**config.mk**
```make
export PLATFORM = sky130hd
export DESIGN_NAME = instr_fetch
export DESIGN_NICKNAME = d
export VERILOG_FILES = /design/src/rtl/instr_fetch.sv
export SDC_FILE = /design/constraint.sdc
export NUM_CORES = 1
export LEC_CHECK = 0
export CAP_MARGIN = 15
export CORE_MARGIN = 4
export CORE_UTILIZATION = 40
export CTS_CLUSTER_SIZE = 16
export DETAILED_ROUTE_END_ITERATION = 8
export PLACE_DENSITY_LB_ADDON = 0.25
export SYNTH_ARGS = -nofsm -noshare
export SYNTH_HDL_FRONTEND = slang
export SYNTH_SLANG_ARGS = --single-unit
```
**constraint.sdc**
```tcl
create_clock -name clk -period 2.3 [get_ports clk]
set_clock_uncertainty 0.2 [all_clocks]
set_input_delay 0.575 -clock clk [delete_from_list [all_inputs] [get_ports clk]]
set_output_delay 0.575 -clock clk [all_outputs]
set_load 0.02 [all_outputs]
```
**src/rtl/instr_fetch.sv**
```systemverilog
// instr_fetch: owns the PC, fetches words over a req/ack memory port and hands them
// to the decoder over valid/ready; redirects squash any fetch already in flight.
module instr_fetch #(
    parameter logic [31:0] RESET_PC = 32'h0000_0000
) (
    input  logic        clk,
    input  logic        rst_n,
    output logic        imem_req,
    output logic [31:0] imem_addr,
    input  logic        imem_ack,
    input  logic [31:0] imem_rdata,
    output logic        instr_valid,
    input  logic        instr_ready,
    output logic [31:0] instr,
    output logic [31:0] instr_pc,
    input  logic        redirect,
    input  logic [31:0] redirect_target,
    input  logic        halt
);
    typedef enum logic [1:0] {IDLE, FETCH, HOLD} state_t;

    state_t      state, state_nx;
    logic [31:0] pc;
    logic        squash;
    logic [31:0] tgt, npc;
    logic        ack, take, hs, new_req;

    assign tgt  = redirect_target & ~32'h3;
    assign npc  = redirect ? tgt : pc;
    assign ack  = state == FETCH && imem_ack;
    // a redirect arriving with the ack kills that data just like a pending squash
    assign take = ack && !squash && !redirect;
    assign hs   = state == HOLD && instr_ready;
    assign new_req = state_nx == FETCH && (state != FETCH || ack);

    always_ff @(posedge clk or negedge rst_n) begin
        if (!rst_n) state <= IDLE;
        else        state <= state_nx;
    end

    always_comb begin
        state_nx = state;
        case (state)
            IDLE:    state_nx = halt ? IDLE : FETCH;
            FETCH:   state_nx = !ack ? FETCH : take ? HOLD : halt ? IDLE : FETCH;
            HOLD:    state_nx = (hs || redirect) ? (halt ? IDLE : FETCH) : HOLD;
            default: state_nx = IDLE;
        endcase
    end

    always_comb begin
        imem_req    = state == FETCH;
        instr_valid = state == HOLD;
    end

    always_ff @(posedge clk or negedge rst_n) begin
        if (!rst_n) begin
            pc        <= RESET_PC;
            squash    <= 1'b0;
            imem_addr <= RESET_PC;
            instr     <= 32'h0;
            instr_pc  <= RESET_PC;
        end else begin
            pc     <= take ? imem_addr + 32'd4 : npc;
            squash <= state == FETCH && !imem_ack && (squash || redirect);
            if (new_req) imem_addr <= npc;
            if (take) begin
                instr    <= imem_rdata;
                instr_pc <= imem_addr;
            end
        end
    end
endmodule

```
==> key figures <==
Status
  • Status: complete, no violations

Final layout
  • Area growth, synth to finish: 47.6%
  • Inserted Diodes: 0
  • Layout Nets: 837
  • Share of layout cells above drive strength 1: 12.2%
  • Area of the multi-input gates: 2320 um^2
  • Reg area: 3280 um^2
  • Final core occ: 60.5%
  • Fillers: 1207
  • Cell Count, Final, Fillers Out: 959

Worst setup path
  • CP max stage delay: 0.67 ns
  • Crit-path cells: clkdlybuf4s50_1
  • Crit Path Max Fanout: 4
  • Worst-case reg-to-reg path depth: 7
  • Critical Path AT: 1.49 ns
  • Worst Setup End Kind: primary output
  • CP Launch Type: flop
  • Worst setup path end: imem_addr[31]
  • Crit path from: imem_addr[31]
  • Worst R2R Setup Slack: 0.20 ns
  • Critical R2R Capture: pc[22]
  • Buf/Inv on CP: 1
  • CP required: 1.52 ns
  • CP delay by family, top: buffers and inverters
  • Kind of critical path: flop to primary output
  • Stages on worst setup path: 1
  • RR Startpoint: imem_addr[3]
  • Slowest cell on crit path: clkdlybuf4s50_1

Clocking
  • CTS tree: built
  • Root Driver: clkbuf_16
  • CTS clk-pin slew, worst paths: 0.06 ns
  • Largest buffer count on any clock path: 2
  • TritonCTS Sinks: 131
  • Skew-Pair Late Insertion Delay: 0.41 ns
  • H-tree Lvls: 4
  • Clock buffer count from CTS: 17
  • Post-CTS setup repair buffer count: 0

Global route
  • Global-route wire length before repair: 25300 um
  • Vias in the first global route: 5015
  • All-layer global routing usage: 19.5%
  • GRT overflow: 0
  • Initial antenna violation count: 0
  • Largest net degree at the start of global routing: 71

Synthesis
  • Yosys cell types: 35
  • Register area share after synthesis: 57.1%
  • EDFF count, synth: 0
  • Synth async-reset ratio: 100%
  • Commonest cells post-synth: 199 x nand2_1, 131 x dfrtp_1, 42 x nor2_1
  • #FFs+latches synth: 131
  • Mapped Nets: 656
  • Most common cell in the netlist: nand2_1
  • Yosys Warn Count: 0
  • Cell taking the most area after synthesis: dfrtp_1
  • Ranking of synthesized cells by area: dfrtp_1 57%, nand2_1 13%, mux2_2 4.1%
  • Syn avg cell area: 9.81 um^2
  • Post-Synthesis Cells: 585
  • Main flop type after synthesis: dfrtp_1
  • Synthesized area: 5740 um^2
  • Synth top area share: 57.1%

Place
  • Number of placed cells counting well taps: 926
  • DP HPWL: 10700 um
  • Port bufs: 165
  • Placer Congestion: 0.758

Routing
  • Total Routed Length: 15200 um
  • Vias/cell: 4.90
  • Wire length per cell: 15.8 um
  • Vias: 4698
  • Final ANT Viol Nets: 0
  • Drc violations: 0
  • Drt initial violations: 304
  • Pre-Repair DR Iteration Count: 4

STA
  • Final hold violation count: 0
  • Slew @ Worst Pin: 0.503 ns
  • RSZ-0062 raised after global routing: no
  • Final min period: 2.26 ns
  • Max Slew Vio Count: 0
  • Rel. slew slack: 66.2%
  • F_max: 442 MHz
  • Final setup vio count: 0
  • Setup Total Neg Slack: 0 ns
  • Min Hold Slack: 0.270 ns
  • Tcrit/Tclk final: 98.4%

Power and ir drop
  • P_sw: 0.00362 W
  • Max IR drop VDD: 0.562 mV
  • Reg power frac: 35.6%
  • Pwr dens: 1240 nW/um^2
  • Pint: 0.00685 W
  • Sw Share: 34.6%
  • Clock share of power: 27.6%
  • Comb pwr share: 36.8%
  • Leakage: 3.91 nW

Die
  • Core Area: 14000 um^2
  • DIE WIDTH: 128 um
  • Die area: 16300 um^2
  • I/O pin count: 168
  • Die H: 128 um
  • Starting Density: 41.0%
  • # rows: 43

Flow run
  • Max-cap violation count: 0

Min path
  • Hold Path Class: flop to flop
-- power groups by stage --
stage          Sequential, W  Clock (W)  Combinational, W
2_1_floorplan        0.00448          0           0.00113
3_3_place_gp         0.00372          0           0.00394
3_5_place_dp         0.00377          0           0.00400
6_report             0.00373    0.00289           0.00385
4_1_cts              0.00375    0.00296           0.00393
5_1_grt              0.00385    0.00306           0.00419
-- timing repair --
action,in CTS,in global routing
hold buffers,1,0
endpoints found under the hold margin,81,0
endpoints found under the setup margin,22,9
gates resized for setup,24,9
-- worst reg2reg max path, stage by stage, from the launching register on --
cell     delay (ns)
dfrtp_1        0.42
ha_1           0.24
and4_1         0.24
and3_1         0.31
buf_4          0.19
nand4_1        0.11
xnor2_1        0.17
a21oi_1        0.08
-- per-layer routing --
layer  share of wire, %  track usage, %  up-vias
met5                  0               0        -
met4                1.8            7.05        0
met3                9.1            8.29       23
met2                 46            30.3      148
met1                 43            24.4     2263
li1                   -               -     2264
-- placed cells by master (no fill, tap or decap), types with 15 or more instances in the layout --
cell             Yosys  final
a21oi_1             37     37
buf_4                0     19
clkbuf_16            0     17
clkdlybuf4s50_1      0    133
dfrtp_1            131    130
dlygate4sd2_1        0     21
mux2_1              20     20
mux2_2              21     21
nand2_1            199    199
nor2_1              42     42
xor2_1              15     15
-- per-stage QoR --
step | instance area (um^2) | setup slack, ns | power [W]
finish | 8470 | 0.0368 | 0.0105
global route | 8470 | 0.00603 | 0.0111
CTS | 8450 | 0.00565 | 0.0106
detailed placement | 7840 | -0.0799 | 0.00777
global placement | 7840 | -0.0505 | 0.00766
floorplan | 5740 | 0.112 | 0.00560
-- logic make-up after synthesis --
| logic type | count (synthesis) | synth area share (%) |
|---|---|---|
| DFF | 131 | 57.1 |
| adders and majority gates | 1 | 0.218 |
| muxes | 52 | 9.97 |
| xor gates and xnor gates | 26 | 3.97 |
| buffers and inverters | 39 | 2.75 |
| AOI/OAI and AO/OA | 52 | 5.02 |
| and+or+nand+nor | 284 | 20.9 |
-- state kept, by name, summed over array words and instances (netlist names) --
signal and count:
state 2, pc 32, instr_pc 32, instr 32, squash 1, imem_addr 32
-- worst min-delay path by stage --
stage / startpoint / to / depth (start not counted)
3_3_place_gp: rst_n / instr[31] / 1
2_1_floorplan: rst_n / imem_addr[0] / 0
4_1_cts: instr[11] / instr[11] / 2
3_5_place_dp: rst_n / instr[31] / 1
6_report: instr[1] / instr[1] / 2
5_1_grt: instr[1] / instr[1] / 2
-- area by class of cell --
cell class / count / area share [%]
Clock buffer: 21 / 5.32
Clock inverter: 11 / 2.16
Inverter: 6 / 0.266
Multi-Input combinational cell: 415 / 27.4
Sequential cell: 131 / 38.7
Tap cell: 180 / 2.66
Timing Repair Buffer: 195 / 23.5
Note: power is estimated with default switching activity, not from simulation.
